### src/rtl/custom2axi_if.sv
// AXI4 master-side bus bundle used by the custom2axi bridge.
//
// Carries the five AXI4 channels (AW, W, B, AR, R) for a single-beat,
// 32-bit data / 32-bit address master with 4-bit IDs.
//   master modport : bridge side, drives valids/payloads, bready/rready
//   slave modport  : interconnect/slave side, drives readies and responses
interface custom2axi_if;

    // Write address channel
    logic        awvalid;
    logic        awready;
    logic [31:0] awaddr;
    logic [3:0]  awid;
    logic [7:0]  awlen;
    logic [2:0]  awsize;
    logic [1:0]  awburst;
    logic [2:0]  awprot;

    // Write data channel
    logic        wvalid;
    logic        wready;
    logic [31:0] wdata;
    logic [3:0]  wstrb;
    logic        wlast;

    // Write response channel
    logic        bvalid;
    logic        bready;
    logic [1:0]  bresp;
    logic [3:0]  bid;

    // Read address channel
    logic        arvalid;
    logic        arready;
    logic [31:0] araddr;
    logic [3:0]  arid;
    logic [7:0]  arlen;
    logic [2:0]  arsize;
    logic [1:0]  arburst;
    logic [2:0]  arprot;

    // Read data channel
    logic        rvalid;
    logic        rready;
    logic [31:0] rdata;
    logic [1:0]  rresp;
    logic        rlast;
    logic [3:0]  rid;

    modport master (
        output awvalid, awaddr, awid, awlen, awsize, awburst, awprot,
        input  awready,
        output wvalid, wdata, wstrb, wlast,
        input  wready,
        input  bvalid, bresp, bid,
        output bready,
        output arvalid, araddr, arid, arlen, arsize, arburst, arprot,
        input  arready,
        input  rvalid, rdata, rresp, rlast, rid,
        output rready
    );

    modport slave (
        input  awvalid, awaddr, awid, awlen, awsize, awburst, awprot,
        output awready,
        input  wvalid, wdata, wstrb, wlast,
        output wready,
        output bvalid, bresp, bid,
        input  bready,
        input  arvalid, araddr, arid, arlen, arsize, arburst, arprot,
        output arready,
        output rvalid, rdata, rresp, rlast, rid,
        input  rready
    );

endinterface

### src/rtl/custom2axi.sv
// Native (PicoRV32-style valid/ready) memory bus to AXI4 master bridge.
//
// One single-beat 32-bit transaction is in flight at a time. The request is
// latched in IDLE, so the native side may change mem_* freely afterwards.
// Completion is a one-cycle registered mem_ready pulse; mem_err flags an
// SLVERR/DECERR response and mem_rdata holds the most recent read word.
//
// Ports:
//   clk, resetn  : clock, asynchronous active-low reset
//   mem_valid    : native request valid
//   mem_instr    : request is an instruction fetch (drives AxPROT[2])
//   mem_addr     : byte address
//   mem_wdata    : write data
//   mem_wstrb    : byte strobes, all-zero means read
//   mem_ready    : one-cycle completion pulse
//   mem_rdata    : read data, valid while mem_ready=1, held otherwise
//   mem_err      : response was SLVERR/DECERR, valid while mem_ready=1
//   m_axi        : AXI4 master channels (AW, W, B, AR, R)
//
// Parameters:
//   AXI_ID       : constant driven on awid/arid
//   ALIGN_ADDR   : force awaddr/araddr[1:0] to zero when set
module custom2axi #(
    parameter logic [3:0] AXI_ID     = 4'd0,
    parameter bit         ALIGN_ADDR = 1'b1
) (
    input  logic         clk,
    input  logic         resetn,

    input  logic         mem_valid,
    input  logic         mem_instr,
    output logic         mem_ready,
    input  logic [31:0]  mem_addr,
    input  logic [31:0]  mem_wdata,
    input  logic [3:0]   mem_wstrb,
    output logic [31:0]  mem_rdata,
    output logic         mem_err,

    custom2axi_if.master m_axi
);

    typedef enum logic [2:0] {
        StIdle,
        StWrite,
        StWresp,
        StRaddr,
        StRdata,
        StDone
    } state_e;

    state_e      state_q;

    // Latched request
    logic [31:0] addr_q;
    logic [31:0] wdata_q;
    logic [3:0]  wstrb_q;
    logic        instr_q;

    // Registered channel valids and native-side outputs
    logic        awvalid_q;
    logic        wvalid_q;
    logic        arvalid_q;
    logic        mem_ready_q;
    logic        mem_err_q;
    logic [31:0] mem_rdata_q;

    logic [31:0] req_addr;
    logic        aw_fire;
    logic        w_fire;
    logic        ar_fire;
    logic        b_fire;
    logic        r_fire;
    logic        aw_settled;
    logic        w_settled;

    assign req_addr = ALIGN_ADDR ? {mem_addr[31:2], 2'b00} : mem_addr;

    assign aw_fire = awvalid_q && m_axi.awready;
    assign w_fire  = wvalid_q && m_axi.wready;
    assign ar_fire = arvalid_q && m_axi.arready;
    assign b_fire  = m_axi.bvalid && m_axi.bready;
    assign r_fire  = m_axi.rvalid && m_axi.rready;

    // A write channel is settled once it has handshaken, either on an earlier
    // edge (valid already dropped) or on the coming edge.
    assign aw_settled = !awvalid_q || m_axi.awready;
    assign w_settled  = !wvalid_q || m_axi.wready;

    always_ff @(posedge clk or negedge resetn) begin
        if (!resetn) begin
            state_q     <= StIdle;
            addr_q      <= 32'd0;
            wdata_q     <= 32'd0;
            wstrb_q     <= 4'd0;
            instr_q     <= 1'b0;
            awvalid_q   <= 1'b0;
            wvalid_q    <= 1'b0;
            arvalid_q   <= 1'b0;
            mem_ready_q <= 1'b0;
            mem_err_q   <= 1'b0;
            mem_rdata_q <= 32'd0;
        end else begin
            case (state_q)
                StIdle: begin
                    if (mem_valid && !mem_ready_q) begin
                        addr_q  <= req_addr;
                        wdata_q <= mem_wdata;
                        wstrb_q <= mem_wstrb;
                        instr_q <= mem_instr;
                        if (mem_wstrb != 4'd0) begin
                            awvalid_q <= 1'b1;
                            wvalid_q  <= 1'b1;
                            state_q   <= StWrite;
                        end else begin
                            arvalid_q <= 1'b1;
                            state_q   <= StRaddr;
                        end
                    end
                end

                StWrite: begin
                    if (aw_fire) begin
                        awvalid_q <= 1'b0;
                    end
                    if (w_fire) begin
                        wvalid_q <= 1'b0;
                    end
                    if (aw_settled && w_settled) begin
                        state_q <= StWresp;
                    end
                end

                StWresp: begin
                    if (b_fire) begin
                        mem_ready_q <= 1'b1;
                        mem_err_q   <= m_axi.bresp[1];
                        state_q     <= StDone;
                    end
                end

                StRaddr: begin
                    if (ar_fire) begin
                        arvalid_q <= 1'b0;
                        state_q   <= StRdata;
                    end
                end

                StRdata: begin
                    if (r_fire) begin
                        mem_rdata_q <= m_axi.rdata;
                        mem_err_q   <= m_axi.rresp[1];
                        mem_ready_q <= 1'b1;
                        state_q     <= StDone;
                    end
                end

                StDone: begin
                    // mem_valid is still high here for the request that just
                    // completed; skipping IDLE for one edge avoids re-issuing it.
                    mem_ready_q <= 1'b0;
                    mem_err_q   <= 1'b0;
                    state_q     <= StIdle;
                end

                default: begin
                    state_q <= StIdle;
                end
            endcase
        end
    end

    // Native-side outputs
    assign mem_ready = mem_ready_q;
    assign mem_err   = mem_err_q;
    assign mem_rdata = mem_rdata_q;

    // AW channel
    assign m_axi.awvalid = awvalid_q;
    assign m_axi.awaddr  = addr_q;
    assign m_axi.awid    = AXI_ID;
    assign m_axi.awlen   = 8'd0;
    assign m_axi.awsize  = 3'd2;
    assign m_axi.awburst = 2'b01;
    assign m_axi.awprot  = {instr_q, 2'b00};

    // W channel
    assign m_axi.wvalid  = wvalid_q;
    assign m_axi.wdata   = wdata_q;
    assign m_axi.wstrb   = wstrb_q;
    assign m_axi.wlast   = 1'b1;

    // Responses are only accepted in the state that waits for them.
    assign m_axi.bready  = (state_q == StWresp);
    assign m_axi.rready  = (state_q == StRdata);

    // AR channel
    assign m_axi.arvalid = arvalid_q;
    assign m_axi.araddr  = addr_q;
    assign m_axi.arid    = AXI_ID;
    assign m_axi.arlen   = 8'd0;
    assign m_axi.arsize  = 3'd2;
    assign m_axi.arburst = 2'b01;
    assign m_axi.arprot  = {instr_q, 2'b00};

    // IDs, RLAST and the low response bit carry nothing this bridge needs.
    logic unused_axi_inputs;
    assign unused_axi_inputs = ^{m_axi.bid, m_axi.rid, m_axi.rlast,
                                 m_axi.bresp[0], m_axi.rresp[0]};

endmodule

### src/flat_wrapper.sv
// flat-port wrapper written by rule: the top's interface ports become plain ports
module custom2axi_flat 
#(
    parameter logic [3:0] AXI_ID     = 4'd0,
    parameter bit         ALIGN_ADDR = 1'b1
)
  (clk, resetn, mem_valid, mem_instr, mem_ready, mem_addr, mem_wdata, mem_wstrb, mem_rdata, mem_err, m_axi_awvalid, m_axi_awaddr, m_axi_awid, m_axi_awlen, m_axi_awsize, m_axi_awburst, m_axi_awprot, m_axi_awready, m_axi_wvalid, m_axi_wdata, m_axi_wstrb, m_axi_wlast, m_axi_wready, m_axi_bvalid, m_axi_bresp, m_axi_bid, m_axi_bready, m_axi_arvalid, m_axi_araddr, m_axi_arid, m_axi_arlen, m_axi_arsize, m_axi_arburst, m_axi_arprot, m_axi_arready, m_axi_rvalid, m_axi_rdata, m_axi_rresp, m_axi_rlast, m_axi_rid, m_axi_rready);
  custom2axi_if m_axi_i ();
  input  logic clk;
  input  logic resetn;
  input  logic mem_valid;
  input  logic mem_instr;
  output logic mem_ready;
  input  logic [31:0] mem_addr;
  input  logic [31:0] mem_wdata;
  input  logic [3:0] mem_wstrb;
  output logic [31:0] mem_rdata;
  output logic mem_err;
  output wire logic [$bits(m_axi_i.awvalid)-1:0] m_axi_awvalid;
  output wire logic [$bits(m_axi_i.awaddr)-1:0] m_axi_awaddr;
  output wire logic [$bits(m_axi_i.awid)-1:0] m_axi_awid;
  output wire logic [$bits(m_axi_i.awlen)-1:0] m_axi_awlen;
  output wire logic [$bits(m_axi_i.awsize)-1:0] m_axi_awsize;
  output wire logic [$bits(m_axi_i.awburst)-1:0] m_axi_awburst;
  output wire logic [$bits(m_axi_i.awprot)-1:0] m_axi_awprot;
  input wire logic [$bits(m_axi_i.awready)-1:0] m_axi_awready;
  output wire logic [$bits(m_axi_i.wvalid)-1:0] m_axi_wvalid;
  output wire logic [$bits(m_axi_i.wdata)-1:0] m_axi_wdata;
  output wire logic [$bits(m_axi_i.wstrb)-1:0] m_axi_wstrb;
  output wire logic [$bits(m_axi_i.wlast)-1:0] m_axi_wlast;
  input wire logic [$bits(m_axi_i.wready)-1:0] m_axi_wready;
  input wire logic [$bits(m_axi_i.bvalid)-1:0] m_axi_bvalid;
  input wire logic [$bits(m_axi_i.bresp)-1:0] m_axi_bresp;
  input wire logic [$bits(m_axi_i.bid)-1:0] m_axi_bid;
  output wire logic [$bits(m_axi_i.bready)-1:0] m_axi_bready;
  output wire logic [$bits(m_axi_i.arvalid)-1:0] m_axi_arvalid;
  output wire logic [$bits(m_axi_i.araddr)-1:0] m_axi_araddr;
  output wire logic [$bits(m_axi_i.arid)-1:0] m_axi_arid;
  output wire logic [$bits(m_axi_i.arlen)-1:0] m_axi_arlen;
  output wire logic [$bits(m_axi_i.arsize)-1:0] m_axi_arsize;
  output wire logic [$bits(m_axi_i.arburst)-1:0] m_axi_arburst;
  output wire logic [$bits(m_axi_i.arprot)-1:0] m_axi_arprot;
  input wire logic [$bits(m_axi_i.arready)-1:0] m_axi_arready;
  input wire logic [$bits(m_axi_i.rvalid)-1:0] m_axi_rvalid;
  input wire logic [$bits(m_axi_i.rdata)-1:0] m_axi_rdata;
  input wire logic [$bits(m_axi_i.rresp)-1:0] m_axi_rresp;
  input wire logic [$bits(m_axi_i.rlast)-1:0] m_axi_rlast;
  input wire logic [$bits(m_axi_i.rid)-1:0] m_axi_rid;
  output wire logic [$bits(m_axi_i.rready)-1:0] m_axi_rready;
  assign m_axi_awvalid = m_axi_i.awvalid;
  assign m_axi_awaddr = m_axi_i.awaddr;
  assign m_axi_awid = m_axi_i.awid;
  assign m_axi_awlen = m_axi_i.awlen;
  assign m_axi_awsize = m_axi_i.awsize;
  assign m_axi_awburst = m_axi_i.awburst;
  assign m_axi_awprot = m_axi_i.awprot;
  assign m_axi_i.awready = m_axi_awready;
  assign m_axi_wvalid = m_axi_i.wvalid;
  assign m_axi_wdata = m_axi_i.wdata;
  assign m_axi_wstrb = m_axi_i.wstrb;
  assign m_axi_wlast = m_axi_i.wlast;
  assign m_axi_i.wready = m_axi_wready;
  assign m_axi_i.bvalid = m_axi_bvalid;
  assign m_axi_i.bresp = m_axi_bresp;
  assign m_axi_i.bid = m_axi_bid;
  assign m_axi_bready = m_axi_i.bready;
  assign m_axi_arvalid = m_axi_i.arvalid;
  assign m_axi_araddr = m_axi_i.araddr;
  assign m_axi_arid = m_axi_i.arid;
  assign m_axi_arlen = m_axi_i.arlen;
  assign m_axi_arsize = m_axi_i.arsize;
  assign m_axi_arburst = m_axi_i.arburst;
  assign m_axi_arprot = m_axi_i.arprot;
  assign m_axi_i.arready = m_axi_arready;
  assign m_axi_i.rvalid = m_axi_rvalid;
  assign m_axi_i.rdata = m_axi_rdata;
  assign m_axi_i.rresp = m_axi_rresp;
  assign m_axi_i.rlast = m_axi_rlast;
  assign m_axi_i.rid = m_axi_rid;
  assign m_axi_rready = m_axi_i.rready;
  custom2axi #(.AXI_ID(AXI_ID), .ALIGN_ADDR(ALIGN_ADDR)) u_core (.clk(clk), .resetn(resetn), .mem_valid(mem_valid), .mem_instr(mem_instr), .mem_ready(mem_ready), .mem_addr(mem_addr), .mem_wdata(mem_wdata), .mem_wstrb(mem_wstrb), .mem_rdata(mem_rdata), .mem_err(mem_err), .m_axi(m_axi_i));
endmodule
### config.mk
export PLATFORM = sky130hd
export DESIGN_NAME = custom2axi_flat
export DESIGN_NICKNAME = d
export VERILOG_FILES = /design/src/rtl/custom2axi_if.sv /design/src/rtl/custom2axi.sv /design/src/flat_wrapper.sv
export SDC_FILE = /design/constraint.sdc
export NUM_CORES = 1
export LEC_CHECK = 0
export BUFFER_PORTS_ARGS = -buffer_cell sky130_fd_sc_hd__buf_2
export CAP_MARGIN = 20
export CORE_AREA = 2 2 116 118
export DETAILED_ROUTE_END_ITERATION = 12
export DIE_AREA = 0 0 118 120
export PLACE_DENSITY = 0.74
export SLEW_MARGIN = 20
export SYNTH_ARGS = -nofsm -noshare
export SYNTH_HDL_FRONTEND = slang
export SYNTH_SLANG_ARGS = --single-unit
### constraint.sdc
create_clock -name clk -period 3.9 [get_ports clk]
set_clock_uncertainty 0.2 [all_clocks]
set_input_delay 0.975 -clock clk [delete_from_list [all_inputs] [get_ports clk]]
set_output_delay 0.975 -clock clk [all_outputs]
set_load 0.02 [all_outputs]
==> run summary, run 1 <==
Power and ir drop
• 3.40 nW — Leakage
• 417 µV — largest vdd supply drop
• 17.2% — portion of total power attributed to the clock network
• 2.21 mW — reported net switching power
• 46.4% — combinational cell fraction of total power
• 874 nW/µm² — power density over the cells
• 40.1% — sw frac
• 36.4% — Flop pwr share
• 3.31 mW — total internal power

Clock tree
• 0.07 ns — clock-pin slew on the worst setup and hold paths
• sky130_fd_sc_hd__clkbuf_16 — Root Driver
• 0.33 ns — Worst-Skew Late Latency
• yes — TritonCTS clock tree
• 0 — post-CTS setup buffers
• 107 — clock tree sinks
• 0 — Gates resized, CTS repair
• 9 — total CTS buffers
• 2 — maximum clock insertion buffer count
• 3 — level count of the clock H-tree
• 0 — CTS Hold Bufs

Synthesis
• 2.94% — compound-cell area share of the yosys netlist
• 0% — synthesized-area fraction occupied by adder cells
• 0 — Yosys warning count
• 14.6 µm² — Mapped Avg Cell Area
• 26.3% — mux share of post-synthesis cell area
• 0 — number of synthesized flops with an enable pin
• 107 — Seq cells post-synth
• 349 — Post-Syn Instances
• multiplexers — largest family of logic cells by synthesized area
• 2.84% — share of synthesized cell area in and, or, nand and nor gates
• sky130_fd_sc_hd__dfrtp_1 — most used standard cell by instance count after synthesis
• 36 — post-synth cell types
• 52.5% — sequential share of the synthesized area
• 5100 µm² — Cell Area, Synth
• 0% — Post-Synth XOR/XNOR Area
• 100% — share of flip-flops with an asynchronous set or reset after synthesis
• sky130_fd_sc_hd__dfrtp_1, sky130_fd_sc_hd__buf_4, sky130_fd_sc_hd__mux2_4 — leading cell types by count after synthesis
• sky130_fd_sc_hd__dfrtp_1, sky130_fd_sc_hd__mux2_4, sky130_fd_sc_hd__buf_4 — cell types occupying the most area after synthesis
• sky130_fd_sc_hd__dfrtp_1 — cell taking the most area after synthesis
• sky130_fd_sc_hd__dfrtp_1 — dominant synthesized flop cell
• 52.5% — area fraction of the dominant cell type after synthesis

Job
• 0 — max-cap viol count

Place
• 7980 µm — Final HPWL DP
• 0.825 — routability-driven placement congestion ratio
• 245 — quantity of I/O buffers inserted on ports
• 727 — placed insts

STA
• 0.370 GHz — maximum frequency from static timing analysis
• 2.70 ns — post-layout minimum cycle time
• 0 ns — Sum Neg Setup Slack
• 69.3% — share of the clock period used by the worst path after layout
• no — unrepaired setup endpoints after global routing
• 0 — count of final setup violators
• 0 — final hold violation count
• 52.7% — headroom to the max-slew limit
• 0.703 ns — slew at the pin closest to its max-slew limit
• 0 — number of pins exceeding their max-slew limit in the final report

Layout
• 59.3% — ratio of cells with drive above 1 in the final layout
• 0 — number of diodes added for antenna fixing
• 23.7% — Area Growth Syn to Fin
• 743 — number of non-filler instances in the completed layout
• 684 — Net count, final

Setup path
• output port — Worst setup EP type
• nand2b_1, nor2_1, buf_2 — worst path cell trace
• 2.72 ns — data required time of the worst path
• sky130_fd_sc_hd__dfrtp_1 — master of the slowest instance on the critical path
• reg2out — critical path type
• flip-flop — kind of start point of the critical path
• 0.51 ns — Critical Path Max Stage Delay
• 11 — highest fanout seen on the critical path
• 1.53 ns — data arrival time at the worst-slack endpoint

Global routing
• 14.6% — total global routing track utilization
• 0 — final global-route overflow total
• 16500 µm — wire length of the first global-routing pass
• 3222 — number of global-route vias before repair
• 0 — number of antenna violations at the first check in global routing
• 59 — largest net degree at the start of global routing

Die
• 302 — number of top-level pins
• 13000 µm² — core box area
• 42 — Placement Rows
• 14200 µm² — die area
• 118 µm — die boundary width
• 39.3% — Starting Density
• 120 µm — die span in y

Status
• complete, no violations — run status

Drt
• 0 — antenna violation net count after detailed routing
• 110 — number of design-rule violations left by the first detailed-router iteration
• 14.2 µm — Routed WL per cell
• 3285 — vias after detailed routing
• 0 — DRC violations left
• 4 — number of optimization iterations in the first detailed-route pass
• 4.42 — Via density
• 10500 µm — Routed Wire Length

Min path
• reg2reg — type of the worst min-delay path

[path summary, 6_finish.rpt]
kind / from / to / slack (ns) / depth (start not counted)
worst max-delay path: u_core.state_q[1] / m_axi_rready / 1.20 / 3
worst min-delay path: u_core.mem_rdata[9] / u_core.mem_rdata[9] / 0.29 / 1
worst max register to register: u_core.state_q[1] / u_core.m_axi.wdata[5] / 1.60 / 4
worst min register to register: u_core.mem_rdata[9] / u_core.mem_rdata[9] / 0.29 / 1
max in group asynchronous: resetn / u_core.m_axi.wdata[24] / 2.28 / 2
min in group asynchronous: resetn / u_core.m_axi.wdata[9] / 0.45 / 1
[worst max-delay path, delay by kind of cell, from the launching register on]
kind,cells,cell delay [ns]
flip-flops,1,0.51
AND/OR/NAND/NOR,2,0.49
buffers and inverters,1,0.20
[final cells by class]
cell class,count,area (µm²)
clock buffer,12,236
sequential,107,2680
inverter,6,22.5
clock inverter,4,75.1
timing repair buffer,249,1280
fill,1170,6670
tap,176,220
multi-input combinational,189,1800
[power by group through the flow]
stage	Combinational, mW	Clock [mW]	Sequential [mW]
2_1_floorplan	1.29	0	2.64
3_3_place_gp	2.56	0	1.98
3_5_place_dp	2.59	0	2.02
4_1_cts	2.59	0.982	2.01
5_1_grt	2.70	1.04	2.09
6_report	2.56	0.952	2.01
[through the flow]
step	total power, mW	instance area [µm²]	worst slack [ns]	util, %	hold slack [ns]
final	5.52	6310	1.20	48.6	0.286
after global routing	5.82	6310	1.12	48.6	0.293
after CTS	5.59	6310	1.20	48.6	0.287
after detailed placement	4.61	6000	1.01	46.2	0.271
after global placement	4.54	6000	1.06	46.2	0.264
after floorplan	3.93	5260	1.65	-	0.307
[logic make-up after synthesis]
logic type	Yosys count
AOI/OAI and AO/OA	23
and+or+nand+nor	24
other	2
DFF	107
buffers and inverters	94
muxes	99
[sequential cells by signal, summed over array words and instances (netlist names)]
| signal | flops |
|---|---|
| u_core.instr_q | 1 |
| u_core.m_axi.arvalid | 1 |
| u_core.state_q | 3 |
| u_core.m_axi.wdata | 32 |
| u_core.m_axi.araddr | 30 |
| u_core.m_axi.wstrb | 4 |
| u_core.mem_rdata | 32 |
| u_core.mem_ready | 1 |
| u_core.m_axi.wvalid | 1 |
| u_core.m_axi.awvalid | 1 |
| u_core.mem_err | 1 |
[cell usage in the layout (no fill, tap or decap), drive strengths merged, types with 3 or more instances in the layout]
cell type / count
nor2: 3
conb: 43
clkbuf: 12
nor2b: 4
o21ai: 7
dfrtp: 107
buf: 249
inv: 6
nand2: 8
mux2: 99
a21oi: 4
[metal layers]
metal  vias to the layer above  global-route usage [%]  routed length, µm
met5                         -                       0                  0
met4                         0                    7.08                222
met3                        16                    2.80                561
met2                       157                    24.7               5420
met1                      1616                    18.0               4310
li1                       1496                       -                  -
(Power assumes the default switching activity.)
==> run 2, diff against run 1 <==
- CORE_AREA: 2 2 116 118 -> 2 2 118 120
- DIE_AREA: 0 0 118 120 -> 0 0 120 122
- PLACE_DENSITY: 0.74 -> 0.72
- clock period: 3.9 -> 2.7 ns (I/O delays scaled with it)
==> run 2 against run 1 <==
  * Critical path depth unchanged
  * Register-to-register slack got worse by 0.96 ns
  * Die area increased by 3.4%
  * Routed wire length increased by 1.2%
  * Final cell count increased by 0.81%
==> run summary, run 2 (same netlist as run 1, synthesis figures left out) <==
Status
• complete, no violations — run status

Setup path
• u_core.mem_rdata[9] — reg-to-reg critical path endpoint
• u_core.state_q[1] — origin of the critical flop-to-flop path
• 1.82 ns — data required time of the worst path
• reg2out — critical path type
• 4 — count of cells along the worst register-to-register path
• 0.64 ns — R2R Setup Slk
• flip-flops — cell type group with the largest total delay on the critical path
• output port — Worst setup EP type
• flip-flop — kind of start point of the critical path
• nand2b_1, nor2_1, buf_2 — worst path cell trace
• sky130_fd_sc_hd__dfrtp_1 — master of the slowest instance on the critical path
• 11 — highest fanout seen on the critical path
• 0.51 ns — Critical Path Max Stage Delay
• 1.54 ns — data arrival time at the worst-slack endpoint
• 1 — Buf/Inv on CP

STA
• 0 — number of pins exceeding their max-slew limit in the final report
• 0 — count of final setup violators
• 0 — final hold violation count
• 2.41 ns — post-layout minimum cycle time
• 0.415 GHz — maximum frequency from static timing analysis
• 0 ns — Sum Neg Setup Slack
• no — unrepaired setup endpoints after global routing
• 89.3% — share of the clock period used by the worst path after layout
• 57.2% — headroom to the max-slew limit
• 0.636 ns — slew at the pin closest to its max-slew limit

Die
• 14600 µm² — die area
• 122 µm — die span in y
• 302 — number of top-level pins
• 120 µm — die boundary width
• 37.8% — Starting Density
• 43 — Placement Rows
• 13500 µm² — core box area

Layout
• 24.5% — Area Growth Syn to Fin
• 0 — number of diodes added for antenna fixing
• 687 — Net count, final
• sky130_fd_sc_hd__buf_2 — leading cell type in the layout, fill and taps excluded
• 1257 — Fillers
• 59.6% — ratio of cells with drive above 1 in the final layout
• 2680 µm² — register area
• 6350 µm² — Finished Cell Area
• 1800 µm² — footprint of the multi-input gates
• sky130_fd_sc_hd__buf_2, sky130_fd_sc_hd__dfrtp_1, sky130_fd_sc_hd__mux2_4 — commonest cells after routing, fill and taps aside

Job
• 0 — max-cap viol count

Place
• 245 — quantity of I/O buffers inserted on ports
• 8120 µm — Final HPWL DP
• 6030 µm² — post-detailed-placement cell area
• 0.811 — routability-driven placement congestion ratio

Min path
• 1 — Hold Path Cell Cnt
• u_core.mem_rdata[13] — Hold Path Origin
• u_core.mem_rdata[13] — worst-case hold path end point
• reg2reg — type of the worst min-delay path

Clock tree
• yes — TritonCTS clock tree
• 0.07 ns — clock-pin slew on the worst setup and hold paths
• 9 — total CTS buffers
• 3 — level count of the clock H-tree
• 2 — maximum clock insertion buffer count
• 0 — post-CTS setup buffers
• 107 — clock tree sinks
• 0 — Gates resized, CTS repair
• sky130_fd_sc_hd__clkbuf_16 — Root Driver
• 0.34 ns — Worst-Skew Late Latency

Drt
• 86 — number of design-rule violations left by the first detailed-router iteration
• 0 — antenna violation net count after detailed routing
• 14.2 µm — Routed WL per cell
• 4.37 — Via density
• 10600 µm — Routed Wire Length
• 3271 — vias after detailed routing
• 4 — number of optimization iterations in the first detailed-route pass
• 0 — DRC violations left

Global routing
• 0 — final global-route overflow total
• 64 — largest net degree at the start of global routing
• 14.1% — total global routing track utilization
• 3216 — number of global-route vias before repair
• 16200 µm — wire length of the first global-routing pass
• 0 — number of antenna violations at the first check in global routing

Power and ir drop
• 3.43 nW — Leakage
• 1250 nW/µm² — power density over the cells
• 470 µV — largest vdd supply drop

[run 2: cell types whose count changed in the layout (fill, tap and decap cells not counted)]
cell	delta
sky130_fd_sc_hd__dlygate4sd3_1	+1
sky130_fd_sc_hd__buf_4	+1
sky130_fd_sc_hd__clkinv_2	+2
sky130_fd_sc_hd__clkinv_4	+1
sky130_fd_sc_hd__clkinvlp_4	-2
sky130_fd_sc_hd__buf_12	+1
sky130_fd_sc_hd__clkbuf_1	-2
[run 2: final cells by class]
cell class                      count  share of cell area, %
Multi-Input combinational cell    189                   28.3
Inverter                            6                  0.355
Timing Repair Buffer              252                   20.8
Clock inverter                      5                   1.24
Tap cell                          180                   3.55
Sequential cell                   107                   42.2
Clock buffer                       10                   3.61
[run 2: metrics by stage]
step	power (mW)	std cells	hold slack, ns	setup slack, ns	utilization [%]
global route	8.41	749	0.298	0.175	47.0
finish	7.96	749	0.278	0.290	47.0
global placement	6.56	733	0.263	0.399	44.7
detailed placement	6.65	733	0.270	0.378	44.7
CTS	8.06	749	0.285	0.271	47.0
floorplan	5.68	390	0.179	0.746	-
[run 2: power breakdown]
part | switching, mW | total (mW) | internal [mW] | leakage, nW
Combinational | 2.14 | 3.71 | 1.57 | 1.92
Sequential | 0.492 | 2.89 | 2.39 | 1.35
Clock | 0.555 | 1.36 | 0.806 | 0.152
[run 2: timing repair]
action | 4_1_cts | 5_1_grt
endpoints found under the setup margin | 0 | 0
hold endpoints to repair | 16 | 0
hold buffers | 1 | 0
[run 2: worst reg2reg max path, cell delays in order (launching register included)]
cell and delay [ns]:
sky130_fd_sc_hd__dfrtp_1 0.51, sky130_fd_sc_hd__nand2b_1 0.29, sky130_fd_sc_hd__nor3_4 0.14, sky130_fd_sc_hd__buf_4 0.40
sky130_fd_sc_hd__mux2_1 0.40
[run 2: routing by layer]
layer	up-vias	GRT usage [%]	share of wire, %
met5	-	0	0
met2	161	24.2	52
li1	1496	-	-
met4	0	7.35	2.6
met1	1593	16.8	39
met3	21	2.72	6.5
[run 2: worst max-delay path by stage]
stage               cells past startpoint                endpoint  slack, ns               from
CTS                                     3            m_axi_rready       0.27  u_core.state_q[1]
global route                            3            m_axi_rready       0.18  u_core.state_q[1]
global placement                        5  u_core.m_axi.wdata[16]       0.40          mem_valid
finish                                  3            m_axi_rready       0.29  u_core.state_q[1]
detailed placement                      5  u_core.m_axi.wdata[16]       0.38          mem_valid
floorplan                               5          u_core.instr_q       0.75          mem_valid
==> run 3, diff against run 2 <==
- CELL_PAD_IN_SITES_DETAIL_PLACEMENT: default -> 1
- CELL_PAD_IN_SITES_GLOBAL_PLACEMENT: default -> 1
- CORE_AREA: 2 2 118 120 -> default
- CORE_UTILIZATION: default -> 33
- DIE_AREA: 0 0 120 122 -> default
- PLACE_DENSITY: 0.72 -> default
- PLACE_DENSITY_LB_ADDON: default -> 0.1
==> run 3 against run 2 <==
  * Sequential share of layout area decreased by 0.26 points
  * Via count up 1.2%
  * Register-to-register slack improved by 0.03 ns
  * Combinational power increased by 1%
  * Worst setup slack worse by 0.011 ns
  * Critical path type unchanged
  * Largest power group unchanged
  * Highest routed layer unchanged
==> run summary, run 3 (same netlist as run 1, synthesis figures left out) <==
Global routing
• 55 — largest net degree at the start of global routing
• 20000 µm — wire length of the first global-routing pass
• 16.4% — total global routing track utilization
• 0 — final global-route overflow total
• 1 — number of antenna violations at the first check in global routing
• 3509 — number of global-route vias before repair

Drt
• 12300 µm — Routed Wire Length
• 3309 — vias after detailed routing
• 80 — number of design-rule violations left by the first detailed-router iteration
• 4.36 — Via density
• 16.3 µm — Routed WL per cell
• 0 — antenna violation net count after detailed routing
• 0 — DRC violations left
• 4 — number of optimization iterations in the first detailed-route pass

Die
• 126 µm — die boundary width
• 126 µm — die span in y
• 302 — number of top-level pins
• 16000 µm² — die area
• 15100 µm² — core box area
• 45 — Placement Rows
• 33.7% — Starting Density

Setup path
• 4 — count of cells along the worst register-to-register path
• u_core.state_q[1] — Critical path origin
• u_core.state_q[0] — origin of the critical flop-to-flop path
• u_core.m_axi.araddr[7] — reg-to-reg critical path endpoint
• 1.55 ns — data arrival time at the worst-slack endpoint
• reg2out — critical path type
• 11 — highest fanout seen on the critical path
• m_axi_rready — Critical Path End
• output port — Worst setup EP type
• 0.67 ns — R2R Setup Slk
• flip-flop — kind of start point of the critical path
• 1.82 ns — data required time of the worst path

STA
• 0.619 ns — slew at the pin closest to its max-slew limit
• no — unrepaired setup endpoints after global routing
• 0.0350 ns — minimum hold slack
• 2.42 ns — post-layout minimum cycle time
• 58.3% — headroom to the max-slew limit
• 89.7% — share of the clock period used by the worst path after layout
• 0 ns — Sum Neg Setup Slack
• 0 — number of pins exceeding their max-slew limit in the final report
• 0.413 GHz — maximum frequency from static timing analysis
• 0 — count of final setup violators
• 0 — final hold violation count
• 0.279 ns — post-route setup slack

Clock tree
• 0 — post-CTS setup buffers
• 3 — level count of the clock H-tree
• 107 — clock tree sinks
• yes — TritonCTS clock tree
• 9 — total CTS buffers
• 0.08 ns — clock-pin slew on the worst setup and hold paths
• 0 — Gates resized, CTS repair
• 0 — CTS Hold Bufs
• 0.35 ns — Worst-Skew Late Latency
• 2 — maximum clock insertion buffer count
• sky130_fd_sc_hd__clkbuf_16 — Root Driver

Power and ir drop
• 3.30 mW — reported net switching power
• 432 µV — largest vdd supply drop
• 46.5% — combinational cell fraction of total power
• 3.43 nW — Leakage
• 8.09 mW — Total Power Consumption
• 4.79 mW — total internal power
• 35.7% — Flop pwr share
• 40.8% — sw frac
• 1270 nW/µm² — power density over the cells
• 17.9% — portion of total power attributed to the clock network

Layout
• 6390 µm² — Finished Cell Area
• 687 — Net count, final
• 60.0% — ratio of cells with drive above 1 in the final layout
• 759 — number of non-filler instances in the completed layout
• sky130_fd_sc_hd__buf_2, sky130_fd_sc_hd__dfrtp_1, sky130_fd_sc_hd__mux2_4 — commonest cells after routing, fill and taps aside
• sky130_fd_sc_hd__buf_2 — leading cell type in the layout, fill and taps excluded
• 1669 — Fillers
• 42.2% — final core utilization
• 25.2% — Area Growth Syn to Fin

Place
• 6060 µm² — post-detailed-placement cell area
• 245 — quantity of I/O buffers inserted on ports
• 742 — placed insts
• 0.766 — routability-driven placement congestion ratio
• 0.366 ns — placement-stage worst setup slack
• 9460 µm — Final HPWL DP

Status
• complete, no violations — run status

Job
• 0 — max-cap viol count

Min path
• in2async — type of the worst min-delay path

==> run 3: routing by layer <==
metal / part of all wire [%] / GRT usage [%]
met4: 1.5 / 5.60
met1: 39 / 19.1
met3: 6.0 / 4.77
met2: 54 / 28.9
met5: 0 / 0
==> run 3: how the worst min path moves through the flow <==
stage / startpoint / endpoint / slack (ns) / cells past startpoint
6_report: resetn / u_core.m_axi.araddr[5] / 0.04 / 1
2_1_floorplan: resetn / u_core.instr_q / 0.18 / 0
3_5_place_dp: u_core.mem_rdata[29] / u_core.mem_rdata[29] / 0.27 / 1
3_3_place_gp: u_core.mem_rdata[8] / u_core.mem_rdata[8] / 0.26 / 1
5_1_grt: resetn / u_core.m_axi.araddr[5] / 0.04 / 1
4_1_cts: resetn / u_core.m_axi.araddr[5] / 0.03 / 1
==> run 3: area by class of cell <==
cell class | count | area (µm²) | share of cell area, %
Clock buffer | 9 | 225 | 3.52
Multi-Input combinational cell | 189 | 1800 | 28.1
Inverter | 6 | 22.5 | 0.352
Antenna cell | 1 | 2.50 | 0.0392
Tap cell | 188 | 235 | 3.68
Sequential cell | 107 | 2680 | 41.9
Clock inverter | 7 | 98.8 | 1.55
Timing Repair Buffer | 252 | 1330 | 20.8
==> run 3: power by group through the flow <==
stage	Sequential, mW	Clock (mW)	Combinational (mW)
final	2.88	1.45	3.76
after global routing	3.02	1.56	4.01
after CTS	2.90	1.50	3.82
after detailed placement	2.92	0	3.80
after global placement	2.86	0	3.77
after floorplan	3.82	0	1.86
==> run 3: critical path, cell delays in order, from the launching register on <==
cell,delay [ns]
sky130_fd_sc_hd__dfrtp_1,0.51
sky130_fd_sc_hd__nand2b_1,0.29
sky130_fd_sc_hd__nor2_1,0.20
sky130_fd_sc_hd__buf_2,0.20
